<file path="src/rtl/mac_pkg.sv">
// Shared definitions for the MAC job sequencer: mode encodings, data width
// and the controller FSM state type.
package mac_pkg;

    localparam logic MODE_FP16 = 1'b1;
    localparam logic MODE_INT8 = 1'b0;
    localparam int   DATA_W    = 16;

    typedef enum logic [2:0] {
        IDLE   = 3'd0,
        CFG    = 3'd1,
        STREAM = 3'd2,
        READ   = 3'd3,
        RESP   = 3'd4
    } state_t;

endpackage

</file>
<file path="src/rtl/mac_job_ctrl.sv">
// Job sequencer for the non-pipelined fp16/int8 MAC: takes a (mode, length)
// command, streams operand pairs into the MAC, reads back and returns the result.
module mac_job_ctrl #(
    parameter int LEN_W  = 8,
    parameter int DATA_W = 16
) (
    input  logic              clk,
    input  logic              rst_n,
    input  logic              cmd_valid,
    output logic              cmd_ready,
    input  logic              cmd_mode,
    input  logic [LEN_W-1:0]  cmd_len,
    input  logic              op_valid,
    output logic              op_ready,
    input  logic [DATA_W-1:0] op_a,
    input  logic [DATA_W-1:0] op_b,
    output logic              res_valid,
    input  logic              res_ready,
    output logic [DATA_W-1:0] res_data,
    output logic              res_err,
    output logic              busy,
    output logic              mac_enable,
    output logic              mac_cfg,
    output logic              mac_mode,
    output logic              mac_valid,
    output logic              mac_read,
    output logic [DATA_W-1:0] mac_a,
    output logic [DATA_W-1:0] mac_b,
    input  logic [DATA_W-1:0] mac_out,
    input  logic              mac_error
);

    import mac_pkg::*;

    state_t             state, state_nxt;
    logic [LEN_W-1:0]   len_q;
    logic [LEN_W-1:0]   cnt_q;
    logic [LEN_W-1:0]   cnt_inc;
    logic               mode_q;
    logic               beat;
    logic               last_beat;

    assign beat      = (state == STREAM) && op_valid;
    assign cnt_inc   = cnt_q + 1'b1;
    // cnt_q + 1 never wraps: cnt_q tops out at len_q-1 <= 2**LEN_W-2.
    assign last_beat = beat && (cnt_inc == len_q);

    // NOTE: state registers use non-blocking assignments so every flop samples
    // pre-edge values regardless of process evaluation order.
    always_ff @(posedge clk) begin
        if (!rst_n) begin
            state    <= IDLE;
            len_q    <= '0;
            cnt_q    <= '0;
            mode_q   <= 1'b0;
            res_data <= '0;
            res_err  <= 1'b0;
        end else begin
            state <= state_nxt;
            if (state == IDLE && cmd_valid) begin
                len_q  <= cmd_len;
                mode_q <= cmd_mode;
                cnt_q  <= '0;
            end
            if (beat) begin
                cnt_q <= last_beat ? '0 : cnt_inc;
            end
            if (state == READ) begin
                res_data <= mac_out;
                res_err  <= mac_error;
            end
        end
    end

    // NOTE: every output and next-state is given a default first so no path
    // through the case statement leaves a value unassigned (no latches).
    always_comb begin
        state_nxt  = state;
        cmd_ready  = 1'b0;
        op_ready   = 1'b0;
        res_valid  = 1'b0;
        mac_enable = 1'b0;
        mac_cfg    = 1'b0;
        mac_mode   = 1'b0;
        mac_valid  = 1'b0;
        mac_read   = 1'b0;
        mac_a      = '0;
        mac_b      = '0;
        case (state)
            IDLE: begin
                // Held low while reset is asserted so all outputs read 0 in reset.
                cmd_ready = rst_n;
                if (cmd_valid) state_nxt = CFG;
            end
            CFG: begin
                mac_cfg   = 1'b1;
                mac_mode  = mode_q;
                state_nxt = (len_q != '0) ? STREAM : READ;
            end
            STREAM: begin
                mac_enable = 1'b1;
                op_ready   = 1'b1;
                mac_valid  = op_valid;
                mac_a      = op_a;
                mac_b      = op_b;
                if (last_beat) state_nxt = READ;
            end
            READ: begin
                mac_enable = 1'b1;
                mac_read   = 1'b1;
                state_nxt  = RESP;
            end
            RESP: begin
                res_valid = 1'b1;
                if (res_ready) state_nxt = IDLE;
            end
            default: state_nxt = IDLE;
        endcase
    end

    assign busy = (state != IDLE);

endmodule
</file>
<file path="config.mk">
export PLATFORM = sky130hd
export DESIGN_NAME = mac_job_ctrl
export DESIGN_NICKNAME = d
export VERILOG_FILES = /design/src/rtl/mac_pkg.sv /design/src/rtl/mac_job_ctrl.sv
export SDC_FILE = /design/constraint.sdc
export NUM_CORES = 1
export LEC_CHECK = 0
export CORE_UTILIZATION = 34
export CTS_BUF_LIST = sky130_fd_sc_hd__clkbuf_4 sky130_fd_sc_hd__clkbuf_8 sky130_fd_sc_hd__clkbuf_16
export CTS_CLUSTER_DIAMETER = 40
export DETAILED_ROUTE_END_ITERATION = 7
export GPL_TIMING_DRIVEN = 0
export HOLD_SLACK_MARGIN = 0.15
export MAX_ROUTING_LAYER = met4
export PLACE_DENSITY = 0.86
export SYNTH_ARGS = -nofsm -noshare
export SYNTH_HDL_FRONTEND = slang
export SYNTH_SLANG_ARGS = --single-unit
</file>
<file path="constraint.sdc">
create_clock -name clk -period 2.03 [get_ports clk]
set_clock_uncertainty 0.05 [all_clocks]
set_input_delay 0.5075 -clock clk [delete_from_list [all_inputs] [get_ports clk]]
set_output_delay 0.5075 -clock clk [all_outputs]
set_load 0.02 [all_outputs]
</file>
==> results of run 1 <==
-- worst paths after layout --
check	startpoint	endpoint	slack, ps	depth (start not counted)
worst max register to register	state[0]	cnt_q[7]	0	10
worst min register to register	res_data[3]	res_data[3]	410	2
worst min-delay path	res_data[3]	res_data[3]	410	2
worst max-delay path	state[0]	mac_a[6]	-100	6
-- per-layer routing --
metal  global-route usage  up-vias  wire [um]
li1                     -     1123          -
met1                0.236     1064       2630
met2                0.404      109       3660
met3               0.0453       13        490
met4               0.0796        0        102
met5                    -        -          0
-- cells by family (layout without fill, tap and decap cells) --
group | count (synthesis) | after routing | share of synthesized area
xor+xnor | 13 | 13 | 0.0608
simple gates | 131 | 131 | 0.336
flops | 37 | 37 | 0.371
compound gates | 48 | 49 | 0.183
fa+ha+maj | 1 | 1 | 0.00626
buf+inv | 20 | 161 | 0.0426
-- final cells by class --
class / count / area, um^2 / area share
Timing Repair Buffer: 138 / 1420 / 0.370
Sequential cell: 37 / 754 / 0.197
Buffer: 10 / 91.3 / 0.0239
Inverter: 6 / 30.0 / 0.00786
Multi-Input combinational cell: 194 / 1350 / 0.353
Tap cell: 72 / 90.1 / 0.0236
Clock buffer: 7 / 90.1 / 0.0236
-- cell usage in the layout (no fill, tap or decap), types with 2 or more instances in the layout --
master / instances
clkdlybuf4s15_2: 2
buf_4: 8
and2_4: 33
clkbuf_1: 3
buf_6: 41
clkbuf_8: 8
buf_2: 2
o21ai_4: 2
and2_1: 3
a31oi_1: 3
o21ai_0: 2
nand2_1: 61
a21boi_0: 26
a211oi_2: 2
nor3_2: 2
nor2_1: 4
dfxtp_1: 32
inv_1: 4
clkdlybuf4s50_1: 78
nand3_1: 4
xor2_1: 4
nand4_1: 5
buf_8: 5
nor3b_1: 2
nand2b_1: 3
o21ai_1: 2
xnor2_1: 8
dfxtp_4: 3
dfxtp_2: 2
dlygate4sd2_1: 6
-- tightest hold or removal path: stages, from the launching register on --
cell and delay (ps):
dfxtp_1 310, nand2_1 40, a21boi_0 60
-- sequential cells by signal, indices dropped and copies added, names as in the netlist --
name and flops:
cnt_q 8, len_q 8, mode_q 1, res_data 16, res_err 1, state 3
-- repair_timing --
item / CTS / global route
pin swaps: 32 / 16
resized for setup: 281 / 27
setup endpoints to repair: 50 / 45
setup buffers: 10 / 6
gates cloned: 4 / 0
endpoints found under the hold margin: 0 / 0
-- where the power goes --
group          switching (mW)  leakage [nW]  internal [mW]
logic                    1.08          1.15           1.27
clock network           0.249        0.0477          0.283
registers               0.116         0.303          0.841
==> impl_metrics.env, run 1 <==
export IMPL_status="finished, violations left"
export IMPL_violations="negative setup slack"
export IMPL_placedCellCount=442
export IMPL_root_buffer="clkbuf_8"
export IMPL_crit_type="flip-flop to output pin"
export IMPL_wl_per_cell_um=14.8
export IMPL_clk_path_buf_depth=2
export IMPL_rows=27
export IMPL_avgSynthCellArea_um2=7.99
export IMPL_die_h_um=78.6
export IMPL_drtAntennaViolNets=0
export IMPL_cpMostUsedCell="buf_6"
export IMPL_ys_seq_area_frac=0.371
export IMPL_path_cells="nor3b_4, buf_6, buf_6, buf_8, and2_4, buf_6"
export IMPL_worst_pin_slew_ps=472
export IMPL_drive_gt1_frac=0.329
export IMPL_clk_latency_ps=290
export IMPL_synthTopCellsByArea="dfxtp_1, nand2_1, and2_1, a21boi_0, xnor2_1"
export IMPL_ctsHoldBuffers=0
export IMPL_yosysTopAreaCell="dfxtp_1"
export IMPL_place_area_um2=3290
export IMPL_route_detailed_drc=0
export IMPL_track_usage=0.222
export IMPL_routed_wl_um=6880
export IMPL_relSlewSlack=0.685
export IMPL_drt_pass1_iter_count=4
export IMPL_worst_path_buf_inv=4
export IMPL_finalSetupTns_ps=-1920
export IMPL_hold_path_class="flip-flop to flip-flop"
export IMPL_finalSetupViolCount=30
export IMPL_leakagePower_nw=1.51
export IMPL_synth_cell_types=43
export IMPL_max_cap_viol_count=0
export IMPL_pre_cts_ws_ps=-1070
export IMPL_end_kind="output pin"
export IMPL_chipWidth_um=78.6
export IMPL_fin_nets=456
export IMPL_fin_ws_ps=-101
export IMPL_start_util=0.358
export IMPL_synth_warnings=0
export IMPL_die_area_um2=6180
export IMPL_peakVddDrop_mv=0.568
export IMPL_synth_async_reset_ratio=0
export IMPL_synth_seq_cells=37
export IMPL_synth_cells=250
export IMPL_vias=2309
export IMPL_synth_ff_type="dfxtp_1"
export IMPL_cts_sinks=37
export IMPL_netlist_top_cells_count="nand2_1, dfxtp_1, and2_1"
export IMPL_grt_max_degree=20
export IMPL_overflow=0
export IMPL_grt_pass1_vias=2186
export IMPL_via_per_inst=4.98
export IMPL_area_delta_synth_final_pct=91.4
export IMPL_yosysTopAreaCellShare=0.371
export IMPL_final_core_util=0.686
export IMPL_path_max_fanout=7
export IMPL_antenna_found_initial=0
export IMPL_synth_edf_count=0
export IMPL_syn_area_um2=2000
export IMPL_cts_buffers=5
export IMPL_cts_tree="built"
export IMPL_power_mw=3.83
export IMPL_start_kind="flip-flop"
export IMPL_fin_cells=464
export IMPL_pin_count=121
export IMPL_dpl_hpwl_um=4470
export IMPL_clk_pin_slew_worst_paths_ps=70
export IMPL_n_fill_cell=421
export IMPL_fmax_mhz=469
export IMPL_coreArea_um2=5570
export IMPL_antenna_cells=0
export IMPL_period_needed_ps=2130
export IMPL_place_gp_congestion=0.908
export IMPL_final_area_um2=3820
export IMPL_synth_most_common_cell="nand2_1"
export IMPL_h_tree_depth=2
export IMPL_holdWs_ps=411
export IMPL_portBuffers=120
export IMPL_cp_required_ps=1470
export IMPL_p_per_area_nw_per_um2=1000
export IMPL_max_stage_delay_ps=380
export IMPL_drv_slew=0
export IMPL_path_delay_family="buffers and inverters"
export IMPL_rsz0062_at_grt="true"
export IMPL_slowest_stage="dfxtp_4"
export IMPL_drt_first_iter_violations=135
export IMPL_synth_net_count=314
export IMPL_grt_pass1_wl_um=10400
export IMPL_hold_violations=0
export IMPL_arrival_ps=1570
export IMPL_post_route_period_util=1.05
Power figures use the tool's default switching activity.
==> inputs of run 2 (changes only) <==
CORE_MARGIN = 2   (was default)
CORE_UTILIZATION = 40   (was 34)
PLACE_DENSITY = 0.94   (was 0.86)
SLEW_MARGIN = 40   (was default)
clock period = 2.7 ns   (was 2.03 ns; I/O delays follow)
==> run 2 against run 1 <==
Effect of this change:
- the run now ends clean
- total power is 36% lower
- register-to-register slack better by 470 ps
- critical path depth shrank 1
- sequential power is 29% lower
- worst setup slack gained 180 ps
- clock power decreased by 9.4%
- non-clock buffer count fell by 11
- flip-flop and latch count unchanged
- first-iteration DRC count grew 33%
- largest power group unchanged
==> impl_metrics.env, run 2 (synthesis gave the netlist of run 1 again) <==
export IMPL_status="finished clean"
export IMPL_seqCellArea_um2=741
export IMPL_area_delta_synth_final_pct=71.2
export IMPL_drive_gt1_frac=0.0866
export IMPL_r2r_slack_ps=470
export IMPL_post_route_period_util=0.972
export IMPL_finalSetupViolCount=0
export IMPL_leakagePower_nw=1.47
export IMPL_p_int_mw=1.50
export IMPL_grt_pass1_wl_um=9680
export IMPL_top_regs="res_data: 16 flops, cnt_q: 8 flops, len_q: 8 flops"
export IMPL_pre_cts_ws_ps=-691
export IMPL_n_fill_cell=362
export IMPL_max_cap_viol_count=0
export IMPL_dr_wl_met3_um=440
export IMPL_finalSetupTns_ps=0
export IMPL_largest_register="res_data"
export IMPL_coreArea_um2=4750
export IMPL_largest_reg_flops=16
export IMPL_root_buffer="clkbuf_8"
export IMPL_fmax_mhz=381
export IMPL_track_usage=0.230
export IMPL_max_stage_delay_ps=600
export IMPL_dpl_hpwl_um=4610
export IMPL_peakVddDrop_mv=0.484
export IMPL_arrival_ps=1900
export IMPL_chipWidth_um=74.7
export IMPL_antenna_found_initial=0
export IMPL_final_area_um2=3420
export IMPL_path_max_fanout=8
export IMPL_drt_pass1_iter_count=4
export IMPL_clk_pin_slew_worst_paths_ps=70
export IMPL_routed_wl_um=6010
export IMPL_rows=25
export IMPL_die_h_um=74.7
export IMPL_cts_buffers=5
export IMPL_power_frac_comb=0.526
export IMPL_clk_path_buf_depth=2
export IMPL_start_kind="flip-flop"
export IMPL_multiInputGateArea_um2=1170
export IMPL_r2r_end="cnt_q[7]"
export IMPL_pin_count=121
export IMPL_hold_violations=0
export IMPL_reg2reg_from="cnt_q[0]"
export IMPL_maxUsedRoutingLayer="met4"
export IMPL_vias=2185
export IMPL_drt_first_iter_violations=179
export IMPL_path_cells="buf_2, nor3b_4, buf_4, and2_1, clkdlybuf4s50_1"
export IMPL_whs_path_depth=2
export IMPL_hold_path_class="flip-flop to flip-flop"
export IMPL_route_detailed_drc=0
export IMPL_die_area_um2=5570
export IMPL_relSlewSlack=0.647
export IMPL_wl_met2_um=3040
export IMPL_power_mw=2.45
export IMPL_mostFrequentLayoutCells="clkdlybuf4s50_1, nand2_1, dfxtp_1"
export IMPL_hold_path_startpoint="mode_q"
export IMPL_cp_required_ps=1980
export IMPL_start_util=0.420
export IMPL_place_area_um2=3280
export IMPL_clockPowerShare=0.197
export IMPL_fin_ws_ps=74.8
export IMPL_slowest_stage="clkdlybuf4s50_1"
export IMPL_clk_latency_ps=290
export IMPL_h_tree_depth=2
export IMPL_worst_pin_slew_ps=527
export IMPL_wl_per_cell_um=13.4
export IMPL_layout_commonest_cell="clkdlybuf4s50_1"
export IMPL_antenna_cells=0
export IMPL_worst_path_buf_inv=3
export IMPL_drtAntennaViolNets=0
export IMPL_cts_tree="built"
export IMPL_p_per_area_nw_per_um2=715
export IMPL_period_needed_ps=2630
export IMPL_crit_type="flip-flop to output pin"
export IMPL_overflow=0
export IMPL_place_gp_congestion=0.905
export IMPL_netSwitchingPower_mw=0.948
export IMPL_r2r_cells=9
export IMPL_via_per_inst=4.88
export IMPL_holdPathEnd="mode_q"
export IMPL_cts_sinks=37
export IMPL_fin_nets=444
export IMPL_grt_max_degree=14
export IMPL_path_delay_family="buffers and inverters"
export IMPL_grt_pass1_vias=2136
export IMPL_portBuffers=120
export IMPL_drv_slew=0
export IMPL_p_seq_frac=0.277
export IMPL_end_kind="output pin"
export IMPL_holdWs_ps=413
export IMPL_wl_met1_um=2430
export IMPL_swShare=0.388
-- run 2: cell types whose count changed in the layout (fill, tap and decap cells not counted), sizes merged, moves of 2 or more --
| cell | previous run | this run |
|---|---|---|
| buf | 56 | 8 |
| dlygate4sd2 | 6 | 28 |
| clkdlybuf4s50 | 78 | 85 |
| dlymetal6s2s | 0 | 5 |
| clkbuf | 13 | 15 |
| clkinv | 0 | 2 |
-- run 2: layout make-up --
cell class                 count  area share
buffer                        13      0.0234
clock buffer                   5      0.0201
clock inverter                 3      0.0128
inverter                       6     0.00695
multi-input combinational    193       0.343
sequential                    37       0.217
tap                           67      0.0245
timing repair buffer         124       0.352
-- run 2: how the worst max path moves through the flow --
stage              from        end  slack (ps)  cells past startpoint
6_report       state[0]   mac_b[1]          70                      5
3_5_place_dp      rst_n  cmd_ready        -690                      5
2_1_floorplan  state[1]   mac_read         500                      5
5_1_grt        state[0]   mac_b[1]          -9                      5
4_1_cts        state[0]  mac_b[10]           1                      5
3_3_place_gp      rst_n  cmd_ready        -680                      5
-- run 2: layer usage --
| metal | global-route usage | vias to the layer above |
|---|---|---|
| met5 | - | - |
| met4 | 0.0694 | 0 |
| met3 | 0.0643 | 12 |
| met2 | 0.395 | 94 |
| met1 | 0.260 | 985 |
| li1 | - | 1094 |
-- run 2: stage by stage --
stage | utilization | std cells
after floorplan | - | 250
after global placement | 0.690 | 437
after detailed placement | 0.690 | 437
after CTS | 0.717 | 448
after global routing | 0.719 | 448
final | 0.719 | 448
-- run 2: worst min-delay path, cell delays in order, from the launching register on --
cell and delay (ps):
dfxtp_1 310, nand2_1 50, a21boi_0 60
-- run 2: power by group through the flow --
stage | Combinational [mW] | Sequential [mW] | Clock, mW
5_1_grt | 1.39 | 0.688 | 0.517
3_5_place_dp | 1.30 | 0.690 | 0
2_1_floorplan | 0.691 | 0.709 | 0
3_3_place_gp | 1.27 | 0.685 | 0
6_report | 1.29 | 0.678 | 0.482
4_1_cts | 1.29 | 0.678 | 0.491
-- run 2: what timing repair did --
item	in CTS	in global routing
buffers inserted	4	0
pin swaps	1	0
setup endpoints to repair	33	6
hold buffers	0	0
resized for setup	42	9
